--- src/rtl/network_descriptor_arbiter.sv ---
// N-channel descriptor arbiter: grants wr/ack sources in round-robin or strict
// priority order into a small FIFO that drains into registered outputs under backpressure.
module network_descriptor_arbiter #(
  parameter int CH_NUM     = 4,
  parameter int CH_W       = 2,
  parameter int TAG_W      = 48,
  parameter int BUFID_W    = 9,
  parameter int TYPE_W     = 3,
  parameter int FIFO_DEPTH = 8,
  parameter int AW         = 3
) (
  input  logic                      i_clk,
  input  logic                      i_rst_n,
  input  logic [CH_NUM*TAG_W-1:0]   iv_tsntag,
  input  logic [CH_NUM*TYPE_W-1:0]  iv_pkt_type,
  input  logic [CH_NUM*BUFID_W-1:0] iv_bufid,
  input  logic [CH_NUM-1:0]         iv_descriptor_wr,
  output logic [CH_NUM-1:0]         ov_descriptor_ack,
  input  logic [CH_NUM-1:0]         iv_ch_enable,
  input  logic                      i_arb_mode,
  output logic [TAG_W+BUFID_W-1:0]  ov_fifo_wdata,
  output logic [TYPE_W-1:0]         ov_pkt_type,
  output logic [CH_W-1:0]           ov_src_ch,
  output logic                      o_fifo_wr,
  input  logic                      i_fifo_ready,
  output logic [AW:0]               ov_fifo_usedw,
  output logic [15:0]               ov_accept_cnt
);
  localparam int          ENT_W    = TAG_W + BUFID_W + TYPE_W + CH_W;
  localparam logic [AW:0] FULL_LVL = FIFO_DEPTH[AW:0];

  logic [CH_NUM-1:0]        ack_q, ack_d;
  logic [CH_W-1:0]          last_grant_q, last_grant_d;
  logic [AW-1:0]            wptr_q, wptr_d, rptr_q, rptr_d;
  logic [AW:0]              usedw_q, usedw_d;
  logic [15:0]              cnt_q, cnt_d;
  logic                     out_wr_q, out_wr_d;
  logic [TAG_W+BUFID_W-1:0] out_data_q, out_data_d;
  logic [TYPE_W-1:0]        out_type_q, out_type_d;
  logic [CH_W-1:0]          out_src_q, out_src_d;

  logic [TAG_W-1:0]   tag_ch   [CH_NUM];
  logic [BUFID_W-1:0] bufid_ch [CH_NUM];
  logic [TYPE_W-1:0]  type_ch  [CH_NUM];
  logic [CH_NUM-1:0]  elig;

  logic [ENT_W-1:0] mem [FIFO_DEPTH];
  logic [ENT_W-1:0] wr_entry, rd_entry;
  logic [CH_W-1:0]  grant, idx;
  logic             found, capture, pop;

  // A channel is masked during its own ack cycle so a stale wr is never re-granted.
  generate
    for (genvar gi = 0; gi < CH_NUM; gi++) begin : g_ch
      assign tag_ch[gi]   = iv_tsntag[gi*TAG_W +: TAG_W];
      assign bufid_ch[gi] = iv_bufid[gi*BUFID_W +: BUFID_W];
      assign type_ch[gi]  = iv_pkt_type[gi*TYPE_W +: TYPE_W];
      assign elig[gi]     = iv_descriptor_wr[gi] & iv_ch_enable[gi] & ~ack_q[gi];
    end
  endgenerate

  always_comb begin
    grant = '0;
    idx   = '0;
    found = 1'b0;
    for (int i = 0; i < CH_NUM; i++) begin
      if (i_arb_mode) idx = CH_W'(i);
      else            idx = CH_W'((int'(last_grant_q) + 1 + i) % CH_NUM);
      if (!found && elig[idx]) begin
        grant = idx;
        found = 1'b1;
      end
    end
  end

  // Fullness is judged before any same-cycle pop, so a full FIFO never captures.
  assign capture  = found && (usedw_q != FULL_LVL);
  assign pop      = (usedw_q != '0) && i_fifo_ready;
  assign wr_entry = {tag_ch[grant], bufid_ch[grant], type_ch[grant], grant};
  assign rd_entry = mem[rptr_q];

  always_comb begin
    ack_d        = '0;
    last_grant_d = last_grant_q;
    wptr_d       = wptr_q;
    rptr_d       = rptr_q;
    usedw_d      = usedw_q;
    cnt_d        = cnt_q;
    out_wr_d     = pop;
    out_data_d   = out_data_q;
    out_type_d   = out_type_q;
    out_src_d    = out_src_q;
    if (capture) begin
      ack_d[grant] = 1'b1;
      last_grant_d = grant;
      wptr_d       = wptr_q + AW'(1);
      cnt_d        = cnt_q + 16'd1;
    end
    if (pop) begin
      rptr_d     = rptr_q + AW'(1);
      out_data_d = rd_entry[ENT_W-1 -: TAG_W+BUFID_W];
      out_type_d = rd_entry[CH_W +: TYPE_W];
      out_src_d  = rd_entry[CH_W-1:0];
    end
    if (capture && !pop)      usedw_d = usedw_q + (AW+1)'(1);
    else if (!capture && pop) usedw_d = usedw_q - (AW+1)'(1);
  end

  always_ff @(posedge i_clk) begin
    if (capture) mem[wptr_q] <= wr_entry;
  end

  always_ff @(posedge i_clk) begin
    if (!i_rst_n) begin
      ack_q        <= '0;
      last_grant_q <= CH_W'(CH_NUM - 1);
      wptr_q       <= '0;
      rptr_q       <= '0;
      usedw_q      <= '0;
      cnt_q        <= '0;
      out_wr_q     <= 1'b0;
      out_data_q   <= '0;
      out_type_q   <= '0;
      out_src_q    <= '0;
    end else begin
      ack_q        <= ack_d;
      last_grant_q <= last_grant_d;
      wptr_q       <= wptr_d;
      rptr_q       <= rptr_d;
      usedw_q      <= usedw_d;
      cnt_q        <= cnt_d;
      out_wr_q     <= out_wr_d;
      out_data_q   <= out_data_d;
      out_type_q   <= out_type_d;
      out_src_q    <= out_src_d;
    end
  end

  assign ov_descriptor_ack = ack_q;
  assign ov_fifo_wdata     = out_data_q;
  assign ov_pkt_type       = out_type_q;
  assign ov_src_ch         = out_src_q;
  assign o_fifo_wr         = out_wr_q;
  assign ov_fifo_usedw     = usedw_q;
  assign ov_accept_cnt     = cnt_q;
endmodule

--- config.mk ---
export PLATFORM = sky130hd
export DESIGN_NAME = network_descriptor_arbiter
export DESIGN_NICKNAME = d
export VERILOG_FILES = /design/src/rtl/network_descriptor_arbiter.sv
export SDC_FILE = /design/constraint.sdc
export NUM_CORES = 1
export LEC_CHECK = 0
export CAP_MARGIN = 10
export CORE_AREA = 2 2 215 217
export CTS_BUF_LIST = sky130_fd_sc_hd__clkbuf_2
export DETAILED_ROUTE_END_ITERATION = 6
export DIE_AREA = 0 0 217 219
export PLACE_DENSITY = 0.88
export SKIP_LAST_GASP = 1
export SLEW_MARGIN = 20
export SYNTH_ARGS = -nofsm -noshare
export SYNTH_HDL_FRONTEND = slang
export SYNTH_SLANG_ARGS = --single-unit
--- constraint.sdc ---
create_clock -name i_clk -period 12.3 [get_ports i_clk]
set_input_delay 1.845 -clock i_clk [delete_from_list [all_inputs] [get_ports i_clk]]
set_output_delay 1.845 -clock i_clk [all_outputs]
set_load 0.005 [all_outputs]
==> results.md <==
- Outcome: finished, final reports clean
- Postcts setup bufs: 0
- DPL Wire Length: 31240 um
- Worst path required time: 13.02 ns
- Top post-synthesis cells by area: edfxtp_1, mux4_2, mux2i_1, dfxtp_1, o211a_1
- Initial Util: 54.41%
- Htree depth: 4
- Startpoint Class: primary input
- YS warnings: 0
- Peak supply drop: 0.0001160 V
- Area of the die: 0.04752 sq mm
- Maxcap violations: 0
- Syn avg cell area: 18.19 sq um
- Top cell type's share of synthesized area: 60.71%
- Iteration-0 DRC Markers: 1094
- Total power: 5.705 mW
- Type of the tightest min-delay check: reg -> reg
- Maximum fanout along the worst path: 47
- Syn Std Cell Area: 0.02453 sq mm
- Hold Vio Cnt, Final: 0
- Crit-path cells: clkdlybuf4s50_1 -> nor2_1 -> a2111oi_1 -> a21oi_1 -> a211oi_1 -> o31a_4 -> buf_4 -> mux2i_1
- Layout Area Growth over Synthesis: 21.84%
- Clock transition at path regs: 0.09 ns
- Top-count cell post-synth: edfxtp_1
- Synth top cells by count: edfxtp_1, mux2i_1, mux4_2, dfxtp_1, nand2_1
- Synth Flop Type: edfxtp_1
- Via density: 5.715
- P per Cell Area: 190.9 mW/mm^2
- CP max stage delay: 0.80 ns
- Largest net degree at the start of global routing: 78
- Mapped Cells: 1349
- Area of the multi-input gates: 0.007284 sq mm
- Core ar.: 0.04509 sq mm
- Grt total ovfl: 0
- Critical path class: in -> reg
- CP arrival: 5.59 ns
- First-pass GRT wire length: 81040 um
- Routability cong.: 0.8176
- Post-route ant nets: 0
- Die width: 217 um
- Routed len/inst: 21.77 um
- Reg2Reg Setup Slack: 8.43 ns
- CTS tree: done
- GR Util All Layers: 22.64%
- Least-Margin Pin Slew: 1.139 ns
- Sequential cell area: 0.01681 sq mm
- Layout fillers: 3049
- CTS Buf Count: 145
- Top-level port count: 339
- Setup tns final: 0 ns
- Post-synth top area cell: edfxtp_1
- Slew HR: 24.05%
- CTS sink cnt: 591
- Layout cells sized above 1: 21.33%
- Row cnt: 78
- Clock latency on the worst-skew pair: 1.07 ns
- Maximum clock frequency: 205.1 MHz
- DRT Wirelength: 53920 um
- CTS root buffer: clkbuf_2
- DR pass1 iterations: 5
- Yosys reg bits: 591
- Final count of pins violating max slew: 0
- DRC viols: 0
- RSZ-0062 raised after global routing: no
- Setup crit end kind: flip-flop
- Cell variety after synth: 52
- Hold_buf cts: 0
- Synthesized Nets: 1608
- Port Buffers: 338
- Vias in the first global route: 14720
- DR vias: 14156
- Leakage: 10.98 nW
- CP max-delay cell: buf_4
- Final Setup Violations: 0
- Clock buffer depth: 3
- Fin Clk Skew: 0.08817 ns
- Ys async rst share: 0%
- Tcrit/Tclk final: 39.64%
- Die height: 219 um
- Nets: 2026
- Register area share after synthesis: 68.46%
- Initial antenna violation count: 2
- Number of flops mapped to enable cells by yosys: 496
- Resize count post-CTS: 0
- Minimum clock period: 4.875 ns
## layer usage
| metal | vias to the layer above | track usage (%) | wire [um] |
|---|---|---|---|
| li1 | 6331 | - | - |
| met1 | 7096 | 28.11 | 21070 |
| met2 | 634 | 39.47 | 28030 |
| met3 | 95 | 4.324 | 3655 |
| met4 | 0 | 8.881 | 1160 |
| met5 | - | 0 | 0 |
## cells in the final DEF (no fill, tap or decap), types with 7 or more instances in the layout
| cell type | instances |
|---|---|
| o21ai_0 | 7 |
| buf_4 | 23 |
| edfxtp_1 | 496 |
| clkbuf_2 | 214 |
| nor3_1 | 7 |
| mux4_2 | 124 |
| bufinv_16 | 7 |
| inv_1 | 8 |
| and2_1 | 21 |
| nand3_1 | 7 |
| clkdlybuf4s50_1 | 337 |
| o211a_1 | 62 |
| dfxtp_1 | 92 |
| xor2_1 | 7 |
| clkinv_1 | 24 |
| xnor2_1 | 13 |
| mux2i_1 | 244 |
| nand2_1 | 89 |
## final timing paths
kind / start / end / cells after the start
min: ov_fifo_wdata[46] / ov_fifo_wdata[46] / 1
min reg2reg: ov_fifo_wdata[46] / ov_fifo_wdata[46] / 1
max: i_arb_mode / mem[7][5] / 8
max reg2reg: last_grant_q[0] / mem[7][5] / 7
## cell families after synthesis
group                    count (synthesis)  synth area share [%]
adder cells (fa/ha/maj)                  7                0.3876
buffers and inverters                   99                 2.173
multiplexers                           368                 21.34
XOR/XNOR                                20                0.7140
AO/OA/AOI/OAI                           95                 3.478
AND/OR/NAND/NOR                        169                 3.448
flip-flops                             591                 68.46
## worst max-delay path, delay by kind of cell
kind,cells,cell delay (ns)
AO/OA/AOI/OAI,4,1.33
buffers and inverters,2,1.53
multiplexers,1,0.65
AND/OR/NAND/NOR,1,0.17
## state kept, by name, indices dropped and copies added, names as in the netlist
signal,flops
ov_src_ch,2
o_fifo_wr,1
mem,496
rptr_q,3
ov_accept_cnt,16
ov_pkt_type,3
ov_fifo_wdata,57
wptr_q,3
last_grant_q,2
ov_fifo_usedw,4
ov_descriptor_ack,4
## layout make-up
type | count | area share, %
multi-input cells | 659 | 24.37
well taps | 600 | 2.511
clock inverters | 41 | 1.147
repair buffers | 362 | 12.05
diodes | 2 | 0.01674
clock buffers | 214 | 3.583
flip-flops and latches | 591 | 56.23
inverters | 8 | 0.1005
## report_power, final
part / internal, mW / switching, mW
registers: 2.62 / 0.145
logic: 0.781 / 0.804
clock network: 0.610 / 0.741
## metrics by stage
stage	hold slack, ns	instances	utilization, %	setup WS [ns]	cell area (sq um)
after floorplan	0.4870	1349	-	2.668	24530
after global placement	0.4792	2218	63.01	6.366	28410
after detailed placement	0.4903	2218	63.01	6.200	28410
after CTS	0.5111	2473	66.15	7.342	29820
after global routing	0.5253	2476	66.29	7.411	29890
final	0.5051	2477	66.30	7.425	29890
Power figures use the tool's default switching activity.
